==> src/rtl/common.sv <==
`ifndef RNS_COMMON_SV
`define RNS_COMMON_SV
// Signed fold-back constants for the default RNS range M = 3368562317.
// Decoded values at or above the middle point represent negatives; adding
// the delta (2^32 - M) maps them onto their 32-bit two's-complement form.
`define RNS_MIDDLE_POINT 32'd1684281159
`define INT_RNS_DELTA    32'd926404979
`endif

==> src/rtl/rns_pkg.sv <==
// Shared RNS definitions: default moduli, range product, FSM states and
// elaboration-time helpers (modular inverse, single-step residue reduction).
// No ports; imported by the decoder and its lane sub-module.
package rns_pkg;

  localparam int unsigned RNS_M0 = 233;
  localparam int unsigned RNS_M1 = 239;
  localparam int unsigned RNS_M2 = 241;
  localparam int unsigned RNS_M3 = 251;
  localparam longint unsigned RNS_M =
      64'(RNS_M0) * 64'(RNS_M1) * 64'(RNS_M2) * 64'(RNS_M3);

  typedef enum logic [2:0] {
    IDLE   = 3'd0,
    MRC    = 3'd1,
    HORNER = 3'd2,
    FIX    = 3'd3,
    OUT    = 3'd4
  } state_t;

  // a^-1 mod m by extended Euclid; returns 0 when no inverse exists
  // (used only on constants, so it folds away at elaboration).
  function automatic int unsigned mod_inv(input int unsigned a, input int unsigned m);
    int old_r, r, old_s, s, q, t;
    old_r = int'(a % m);
    r     = int'(m);
    old_s = 1;
    s     = 0;
    while (r != 0) begin
      q     = old_r / r;
      t     = old_r - q * r;
      old_r = r;
      r     = t;
      t     = old_s - q * s;
      old_s = s;
      s     = t;
    end
    if (old_r != 1) return 0;
    return unsigned'(((old_s % int'(m)) + int'(m)) % int'(m));
  endfunction

  // An 8-bit value is below 2*m for every modulus >= 128, so one
  // conditional subtract is a full reduction.
  function automatic logic [7:0] reduce_once(input logic [7:0] x, input int unsigned m);
    return (32'(x) >= m) ? 8'(32'(x) - m) : x;
  endfunction

endpackage

==> src/rtl/rns_mod_mul_lane.sv <==
// One MRC lane step: res = ((r + M - (v mod M)) * inv) mod M for a constant M.
// Latency: combinational. Backpressure: none (pure function of its inputs).
// Ports: r = lane residue (< M), v = current mixed-radix digit, inv = M_k^-1 mod M.
module rns_mod_mul_lane #(
  parameter int unsigned M = 239
) (
  input  logic [7:0] r,
  input  logic [7:0] v,
  input  logic [7:0] inv,
  output logic [7:0] res
);
  localparam logic [8:0]  M9  = 9'(M);
  localparam logic [15:0] M16 = 16'(M);

  logic [8:0]  v_red;
  logic [8:0]  sum;
  logic [7:0]  diff;
  logic [15:0] prod;

  always_comb begin
    v_red = ({1'b0, v} >= M9) ? ({1'b0, v} - M9) : {1'b0, v};
    // r + M - v lies in (0, 2M); fold it below M before the multiply so the
    // product stays within 16 bits and the final modulo is by a constant.
    sum   = {1'b0, r} + M9 - v_red;
    diff  = 8'((sum >= M9) ? (sum - M9) : sum);
    prod  = 16'(diff) * 16'(inv);
    res   = 8'(prod % M16);
  end

endmodule

==> src/rtl/rns_mrc_decoder.sv <==
// RNS {r3,r2,r1,r0} to signed 32-bit int via mixed-radix conversion + Horner.
// Latency: 7 edges from accept to out_valid (3 MRC, 3 HORNER, 1 FIX).
// Backpressure: single conversion in flight; in_ready only in IDLE, result held until out_ready.
// Ports: clk/rst_n; in_valid/in_ready/rns_in (input handshake);
//        out_valid/out_ready/int_out/out_err (output handshake, err = out-of-range residue).
`ifndef RNS_MIDDLE_POINT
`include "common.sv"
`endif

module rns_mrc_decoder
  import rns_pkg::*;
#(
  parameter int unsigned M0 = RNS_M0,
  parameter int unsigned M1 = RNS_M1,
  parameter int unsigned M2 = RNS_M2,
  parameter int unsigned M3 = RNS_M3
) (
  input  logic        clk,
  input  logic        rst_n,
  input  logic        in_valid,
  output logic        in_ready,
  input  logic [31:0] rns_in,
  output logic        out_valid,
  input  logic        out_ready,
  output logic [31:0] int_out,
  output logic        out_err
);

  state_t      state_q, state_d;
  logic [1:0]  step_q, step_d;
  // Residue registers; lane k freezes after MRC step k and then holds digit v_k.
  logic [7:0]  r_q [4];
  logic [7:0]  r_d [4];
  logic [31:0] acc_q, acc_d;
  logic [31:0] int_out_q, int_out_d;
  logic        err_q, err_d;
  logic        out_valid_q, out_valid_d;
  logic        in_ready_q, in_ready_d;

  logic [7:0]  v_cur;
  logic [7:0]  lane_res [1:3];
  logic [7:0]  h_mul;
  logic [7:0]  h_dig;

  assign v_cur = r_q[step_q];

  for (genvar j = 1; j < 4; j++) begin : g_lane
    localparam int unsigned MJ = (j == 1) ? M1 : (j == 2) ? M2 : M3;
    // Inverses of the digit moduli; entries with k >= j come out 0 and are
    // never used because those lanes are frozen by then.
    localparam logic [7:0] INV_K0 = 8'(mod_inv(M0, MJ));
    localparam logic [7:0] INV_K1 = 8'(mod_inv(M1, MJ));
    localparam logic [7:0] INV_K2 = 8'(mod_inv(M2, MJ));

    logic [7:0] inv_sel;
    assign inv_sel = (step_q == 2'd0) ? INV_K0 :
                     (step_q == 2'd1) ? INV_K1 : INV_K2;

    rns_mod_mul_lane #(.M(MJ)) u_lane (
      .r   (r_q[j]),
      .v   (v_cur),
      .inv (inv_sel),
      .res (lane_res[j])
    );
  end

  always_comb begin
    state_d     = state_q;
    step_d      = step_q;
    r_d         = r_q;
    acc_d       = acc_q;
    int_out_d   = int_out_q;
    err_d       = err_q;
    out_valid_d = out_valid_q;
    h_mul       = 8'(M0);
    h_dig       = r_q[0];

    case (state_q)
      IDLE: begin
        if (in_valid && in_ready_q) begin
          r_d[0]  = reduce_once(rns_in[7:0],   M0);
          r_d[1]  = reduce_once(rns_in[15:8],  M1);
          r_d[2]  = reduce_once(rns_in[23:16], M2);
          r_d[3]  = reduce_once(rns_in[31:24], M3);
          err_d   = (32'(rns_in[7:0])   >= M0) || (32'(rns_in[15:8])  >= M1) ||
                    (32'(rns_in[23:16]) >= M2) || (32'(rns_in[31:24]) >= M3);
          step_d  = 2'd0;
          state_d = MRC;
        end
      end
      MRC: begin
        for (int j = 1; j < 4; j++) begin
          if (j > int'(step_q)) r_d[j] = lane_res[j];
        end
        if (step_q == 2'd2) begin
          // First Horner step folded in: acc starts at the final digit v3.
          acc_d   = {24'd0, lane_res[3]};
          step_d  = 2'd0;
          state_d = HORNER;
        end else begin
          step_d  = step_q + 2'd1;
        end
      end
      HORNER: begin
        h_mul = (step_q == 2'd0) ? 8'(M2) : (step_q == 2'd1) ? 8'(M1) : 8'(M0);
        h_dig = r_q[2'(2'd2 - step_q)];
        // acc < M keeps the 40-bit product's low 32 bits exact.
        acc_d = 32'(40'(acc_q) * 40'(h_mul) + 40'(h_dig));
        if (step_q == 2'd2) begin
          step_d  = 2'd0;
          state_d = FIX;
        end else begin
          step_d  = step_q + 2'd1;
        end
      end
      FIX: begin
        int_out_d   = (acc_q >= `RNS_MIDDLE_POINT) ? (acc_q + `INT_RNS_DELTA) : acc_q;
        out_valid_d = 1'b1;
        state_d     = OUT;
      end
      OUT: begin
        if (out_ready) begin
          out_valid_d = 1'b0;
          state_d     = IDLE;
        end
      end
      default: state_d = IDLE;
    endcase

    in_ready_d = (state_d == IDLE);
  end

  always_ff @(posedge clk or negedge rst_n) begin
    if (!rst_n) begin
      state_q     <= IDLE;
      step_q      <= 2'd0;
      for (int i = 0; i < 4; i++) r_q[i] <= 8'd0;
      acc_q       <= 32'd0;
      int_out_q   <= 32'd0;
      err_q       <= 1'b0;
      out_valid_q <= 1'b0;
      in_ready_q  <= 1'b0;
    end else begin
      state_q     <= state_d;
      step_q      <= step_d;
      r_q         <= r_d;
      acc_q       <= acc_d;
      int_out_q   <= int_out_d;
      err_q       <= err_d;
      out_valid_q <= out_valid_d;
      in_ready_q  <= in_ready_d;
    end
  end

  assign in_ready  = in_ready_q;
  assign out_valid = out_valid_q;
  assign int_out   = int_out_q;
  assign out_err   = err_q;

endmodule

==> config.mk <==
export PLATFORM = sky130hd
export DESIGN_NAME = rns_mrc_decoder
export DESIGN_NICKNAME = d
export VERILOG_FILES = /design/src/rtl/rns_pkg.sv /design/src/rtl/rns_mod_mul_lane.sv /design/src/rtl/rns_mrc_decoder.sv
export VERILOG_INCLUDE_DIRS = /design/src /design/src/rtl
export SDC_FILE = /design/constraint.sdc
export NUM_CORES = 1
export LEC_CHECK = 0
export BUFFER_PORTS_ARGS = -buffer_cell sky130_fd_sc_hd__buf_2
export CAP_MARGIN = 20
export CORE_ASPECT_RATIO = 1.4
export CORE_MARGIN = 8
export CORE_UTILIZATION = 45
export CTS_BUF_LIST = sky130_fd_sc_hd__clkbuf_16
export CTS_CLUSTER_DIAMETER = 150
export DETAILED_ROUTE_END_ITERATION = 8
export GPL_TIMING_DRIVEN = 0
export PLACE_DENSITY = 0.58
export SYNTH_ARGS = -nofsm -noshare
export SYNTH_HDL_FRONTEND = slang
export SYNTH_SLANG_ARGS = --single-unit
export TNS_END_PERCENT = 30
==> constraint.sdc <==
create_clock -name clk -period 45 [get_ports clk]
set_input_delay 4.5 -clock clk [delete_from_list [all_inputs] [get_ports clk]]
set_output_delay 4.5 -clock clk [all_outputs]
set_load 0.05 [all_outputs]
Word level (Yosys, flattened, before mapping)

Index checks and enable logic that the tools add are counted.

Register bits: 104
Input bits: 36
Output and inout bits: 35
Word-level logic and storage cells: 129

Add/sub/neg operators: 20
Multipliers: 4
Divide/modulo/power cells: 3
Magnitude comparators: 16
Equality and inequality tests: 12
Multiplexer cells: 42
Bitwise logic cells: 2
Reduce and logical (&&, ||, !) cells: 19

Operators by type and width:

| operator                                                                               | number |
|---|---|
| 8-bit two-way mux                                                                      | 17 |
| 32-bit two-way mux                                                                     | 2 |
| 32-bit case mux with 2 select lines                                                    | 1 |
| 8-bit greater-or-equal comparator (second input constant)                              | 7 |
| 8-bit subtractor (second input constant)                                               | 7 |
| 16-bit by 8-bit modulo with 16-bit output (second input constant)                      | 3 |
| 24-bit case mux with 2 select lines                                                    | 1 |
| 32-bit by 30-bit adder with 32-bit output (second input constant)                      | 1 |
| 32-bit by 8-bit adder with 32-bit output                                               | 1 |
| 8-bit binary-select mux with 2-bit select                                              | 2 |
| 32-bit by 31-bit greater-or-equal comparator with 1-bit output (second input constant) | 1 |
| 32-bit by 8-bit multiplier with 32-bit output                                          | 1 |
| 8-bit by 8-bit multiplier with 16-bit output                                           | 2 |
| 8-bit by 8-bit adder with 9-bit output (second input constant)                         | 3 |
| 9-bit by 8-bit greater-or-equal comparator with 1-bit output (second input constant)   | 3 |
| 9-bit two-way mux                                                                      | 3 |
| 8-bit by 8-bit subtractor with 9-bit output (second input constant)                    | 3 |
| 9-bit subtractor                                                                       | 3 |
| 24-bit two-way mux                                                                     | 1 |
| 7-bit two-way mux                                                                      | 3 |
| 8-bit by 7-bit multiplier with 15-bit output                                           | 1 |
| 3-bit two-way mux                                                                      | 5 |
| 3-bit case mux with 5 select lines                                                     | 1 |
| 2-bit inequality test (second input constant)                                          | 6 |
| 24 further kinds                                                                       | 40 |

Longest topological paths before layout

Word-level depth: 13
Depth in mapped cells: 74
Mapped depth without buffers: 67

Cells and area by module

From an unflattened synthesis, not the netlist that was laid out.

Cells, all modules: 3817
Area total of the unflattened synthesis: 30531.8 µm²

By module, submodules not included:

| module                              | instances | cells each | area each (µm²) | seq. area each (µm²) |
|---|---|---|---|---|
| rns_mrc_decoder                     | 1         | 1454       | 12866.1         | 2602.5 |
| rns_mod_mul_lane (g_lane[3].u_lane) | 1         | 842        | 6074.6          | 0.0 |
| rns_mod_mul_lane (g_lane[1].u_lane) | 1         | 780        | 5923.2          | 0.0 |
| rns_mod_mul_lane (g_lane[2].u_lane) | 1         | 741        | 5667.9          | 0.0 |

Least setup slack after synthesis

No wires, ideal clock.

Kind: reg2reg
From: reg step_q[0]
To: reg r_q[23] (netlist bit)
Library setup time: 0.082 ns
Data arrival time: 16.325 ns
Required time: 44.918 ns
Slack: 28.593 ns
Stages on the path, launching flop included: 62
Buffers on the path: 5
Period minus slack after synthesis: 16.407 ns
Cells stage by stage: dfrtp_1 -> buf_6 -> buf_1 -> mux4_2 -> ha_1 -> inv_1 -> a21oi_1 -> o21ai_0 -> mux2i_1 -> ha_1 -> ha_1 -> fa_1 -> a21o_1 -> a21oi_1 -> o21bai_1 -> a21oi_1 -> xor2_1 -> o31ai_1 -> [... 26 more ...] -> a21oi_1 -> a21o_1 -> xor2_1 -> a21oi_1 -> a21oi_1 -> buf_2 -> nor2_1 -> ha_1 -> and4b_1 -> o21ai_0 -> and2_1 -> buf_1 -> a31oi_1 -> a2111o_1 -> and3_1 -> or4b_1 -> a311o_1 -> a31oi_1

Word-level cells in the longest chain between the ends: 13
Elaborated cells on any way between the ends: 22
Those cells by class: 3 x add/sub; 1 x mul; 1 x div; 3 x order compare; 2 x eq/ne; 9 x mux; 1 x bitwise; 2 x reduce/logical

Ends and longest elaborated chain:

| item                                                                                             | line                   | RTL |
|---|---|---|
| start, declared                                                                                  | rns_mrc_decoder.sv:30  | `logic [1:0] step_q, step_d;` |
| start signal, assigned                                                                           | rns_mrc_decoder.sv:145 | `step_q <= step_d;` |
| 2-bit NOT with 3-bit output (not written as such)                                                | rns_mrc_decoder.sv:45  | `assign v_cur = r_q[step_q];` |
| 8-bit binary-select mux with 2-bit select                                                        | rns_mrc_decoder.sv:45  |  |
| 8-bit two-way mux (not written as such) (2 in series)                                            | rns_mrc_decoder.sv:45  |  |
| 8-bit by 8-bit subtractor with 9-bit output or 8-bit greater-or-equal comparator (tied branches) | rns_mod_mul_lane.sv:21 | `v_red = ({1'b0, v} >= M9) ? ({1'b0, v} - M9) : {1'b0, v};` |
| 9-bit two-way mux                                                                                | rns_mod_mul_lane.sv:21 |  |
| 9-bit subtractor                                                                                 | rns_mod_mul_lane.sv:24 | `sum = {1'b0, r} + M9 - v_red;` |
| 8-bit subtractor or 9-bit by 8-bit greater-or-equal comparator with 1-bit output (tied branches) | rns_mod_mul_lane.sv:25 | `diff = 8'((sum >= M9) ? (sum - M9) : sum);` |
| 8-bit two-way mux                                                                                | rns_mod_mul_lane.sv:25 |  |
| 8-bit by 8-bit multiplier with 16-bit output                                                     | rns_mod_mul_lane.sv:26 | `prod = 16'(diff) * 16'(inv);` |
| 16-bit by 8-bit modulo with 16-bit output                                                        | rns_mod_mul_lane.sv:27 | `res = 8'(prod % M16);` |
| 8-bit two-way mux                                                                                | rns_mrc_decoder.sv:93  | `if (j > int'(step_q)) r_d[j] = lane_res[j];` |
| 24-bit case mux with 2 select lines                                                              | rns_mrc_decoder.sv:78  | `case (state_q)` |
| end signal, assigned                                                                             | rns_mrc_decoder.sv:146 | `r_q <= r_d;` |
| end, declared                                                                                    | rns_mrc_decoder.sv:32  | `logic [7:0] r_q [4];` |

Parallel ways exist; a longest one is shown, timed or not. The select of a mux whose other input is x is not followed.
A chain may end at the register's enable or synchronous reset.

Worst setup path after layout

Same ends and word-level chain as after synthesis.

==> results.toml <==
[status]
outcome = "finished, final reports clean"

[cts]
cts_hold_buffers = 0
htree_num_levels = 3
clkLatencyLatePin_ps = 380
post_cts.repair.setup_buffers = 0
cts_buffer_depth = 2
cts_inserted_buffers = 9
clock-sinks = 104
ctsResizeCount = 0
clkTransAtPathRegs_ps = 80
cts_tree = "done"
cts_root_buffer = "clkbuf_16"

[logic_synthesis]
synth_area_leaders = "fa_1 16%, ha_1 14%, dfrtp_1 9.3%, xnor2_1 5.0%, inv_1 4.9%"
syn_area_um2 = 28100
ys_seq_elements = 104
yosysSeqAreaShare_pct = 9.26
synth_top_area_cell = "fa_1"
synth_cell_types = 123
netlist.area_leader.share_pct = 16.3
syn_avg_cell_area_um2 = 8.10
syn_inst = 3470
synth_edf_count = 0
yosysWarnings = 0
synthArstFlopShare_pct = 100
synthFlopType = "dfrtp_1"
synth_fp_nets = 4055

[floorplanning]
die_h_um = 312
rows = 108
fp.dieW_um = 227
die-area_um2 = 70800
num_io_pins = 71
start_util_pct = 45.4
core_um2 = 61900

[layout]
nNetsFinal = 4139
final_util_pct = 48.2
layout-area-overhead-vs-synth_pct = 6.08
drive_gt1_share_pct = 7.00

[place]
place_ws_ps = 26000
place_hpwl_um = 66700
io_buffer_count = 70
gp_congestion = 0.904

[job]
maxCapViolCount = 0

[route]
via_per_inst = 5.80
vias = 25400
remaining_drc_errors = 0
drt-initial-drc-count = 1513
first_pass_iters = 5
finalWirelength_um = 80800
wire_per_inst_um = 18.4
ant_nets = 0

[worst_setup_path]
crit_type = "reg -> reg"
slowest_delay_ps = 910
cp.required_ps = 45300
cp.arrival_ps = 19450
rrSetupSlack_ps = 25850
crit_top_cell = "a21oi_1"
reg2reg_depth = 62
worst_path_max_delay_cell = "o31ai_1"
r2r_end = "r_q[23]"
cp-start-kind = "register"
crit_fanout = 10
reg2reg_from = "step_q[0]"
cp-end-kind = "register"

[sta]
skew_ps = 11.9
tightest_slew_ps = 1060
setup_tns_ps = 0
period_share_pct = 42.6
grt_setup_unrepaired = "false"
hold_viol_final = 0
max_slew_margin_pct = 28.6
setup_viol = 0
fmax_mhz = 52.2
final.setup.worst_slack_ps = 25850
finalCriticalPeriod_ps = 19150
maxSlewViolCount = 0

[grt]
antenna_found_initial = 3
grt_max_degree = 63
met2_usage_pct = 40.4
use_met1_pct = 29.1
grt.overflow.total = 0
busiest_layer = "met2"
grt_pass1_vias = 25300
grt_pass1_wl_um = 133000
grt_usage_pct = 22.9
grt_use_met3_pct = 1.25

[worst_hold_path]
hold_class = "reg -> reg"
hold_start = "int_out[7]"
holdPathEnd = "int_out[7]"
holdPathStages = 2
## state kept, by name (all words and copies together), names as in the netlist
signal     cells
step_q         2
in_ready       1
int_out       32
r_q           32
acc_q         32
state_q        3
out_err        1
out_valid      1
## per-stage QoR
step | cell area (um^2) | hold WS [ps] | instances
after floorplan | 28100 | 461 | 3470
after detailed placement | 29500 | 465 | 4367
final | 29800 | 477 | 4384
after global placement | 29500 | 459 | 4365
after CTS | 29800 | 483 | 4382
after global routing | 29800 | 504 | 4383
## cells by family after synthesis
family	Yosys count	synth area share, %
and+or+nand+nor	1082	19.3
AOI/OAI and AO/OA	935	23.7
adders and majority gates	553	30.7
xor gates and xnor gates	224	7.04
buffers and inverters	509	6.94
muxes	63	3.09
DFF	104	9.26
## placed cells by master, fill, tap and decap left out, types with 26 or more instances in the layout
cell and instances:
and3_1 32, ha_1 320, buf_2 87, o211ai_1 49, o31ai_1 26, nand3_1 85
nor2_1 244, or3_1 33, o21ai_0 197, xor2_1 60, fa_1 229, nand2_1 304
a31oi_1 37, nand2b_1 37, dfrtp_1 104, nand4_1 35, nor3_1 71, and2_1 56
inv_1 365, or2_2 31, a211oi_1 51, mux2i_1 28, a21oi_1 171, xnor2_1 162
clkbuf_1 115, nor2b_1 39, a21o_1 44
## cell type report
| type | count | area [um^2] |
|---|---|---|
| timing repair buffer | 73 | 402 |
| antenna | 1 | 2.50 |
| fill | 6419 | 32100 |
| sequential | 104 | 2600 |
| inverter | 365 | 1370 |
| clock buffer | 9 | 225 |
| multi-input combinational | 2857 | 23600 |
| clock inverter | 6 | 46.3 |
| tap | 825 | 1030 |
| buffer | 144 | 579 |
## synth_stat cells, types with 39 or more instances
cell        n
xor2_1     60
ha_1      320
nor2b_1    39
and2_1     56
dfrtp_1   104
fa_1      229
a21o_1     44
a211oi_1   51
o21ai_0   197
a21oi_1   171
nor2_1    244
nand2_1   304
nand3_1    85
inv_1     364
clkbuf_1  115
nor3_1     71
xnor2_1   162
o211ai_1   49
## metal layers
layer | vias up | routed length (um)
li1 | 12500 | -
met1 | 12200 | 35100
met2 | 514 | 40200
met3 | 133 | 2580
met4 | 2 | 2950
met5 | - | 16
## how the worst max path moves through the flow
stage / start / slack (ps) / cells past startpoint / end
2_1_floorplan: step_q[0] / 28590 / 61 / r_q[23]
3_3_place_gp: step_q[0] / 25770 / 64 / acc_q[1]
3_5_place_dp: step_q[0] / 26000 / 64 / acc_q[1]
4_1_cts: step_q[0] / 25920 / 64 / acc_q[1]
5_1_grt: step_q[0] / 24050 / 66 / acc_q[1]
6_report: step_q[0] / 25850 / 62 / r_q[23]
## worst max-delay path: cells and delay by family, from the launching register on
family / cells / cell delay [ps]
compound gates: 27 / 8710
fa+ha+maj: 9 / 3700
simple gates: 11 / 2560
buf+inv: 9 / 1640
xor+xnor: 5 / 1340
mux: 1 / 700
flops: 1 / 430
Power is left out: the tool's default activity adds up to more than one toggle a clock period on the data nets, which glitch-free logic cannot reach.
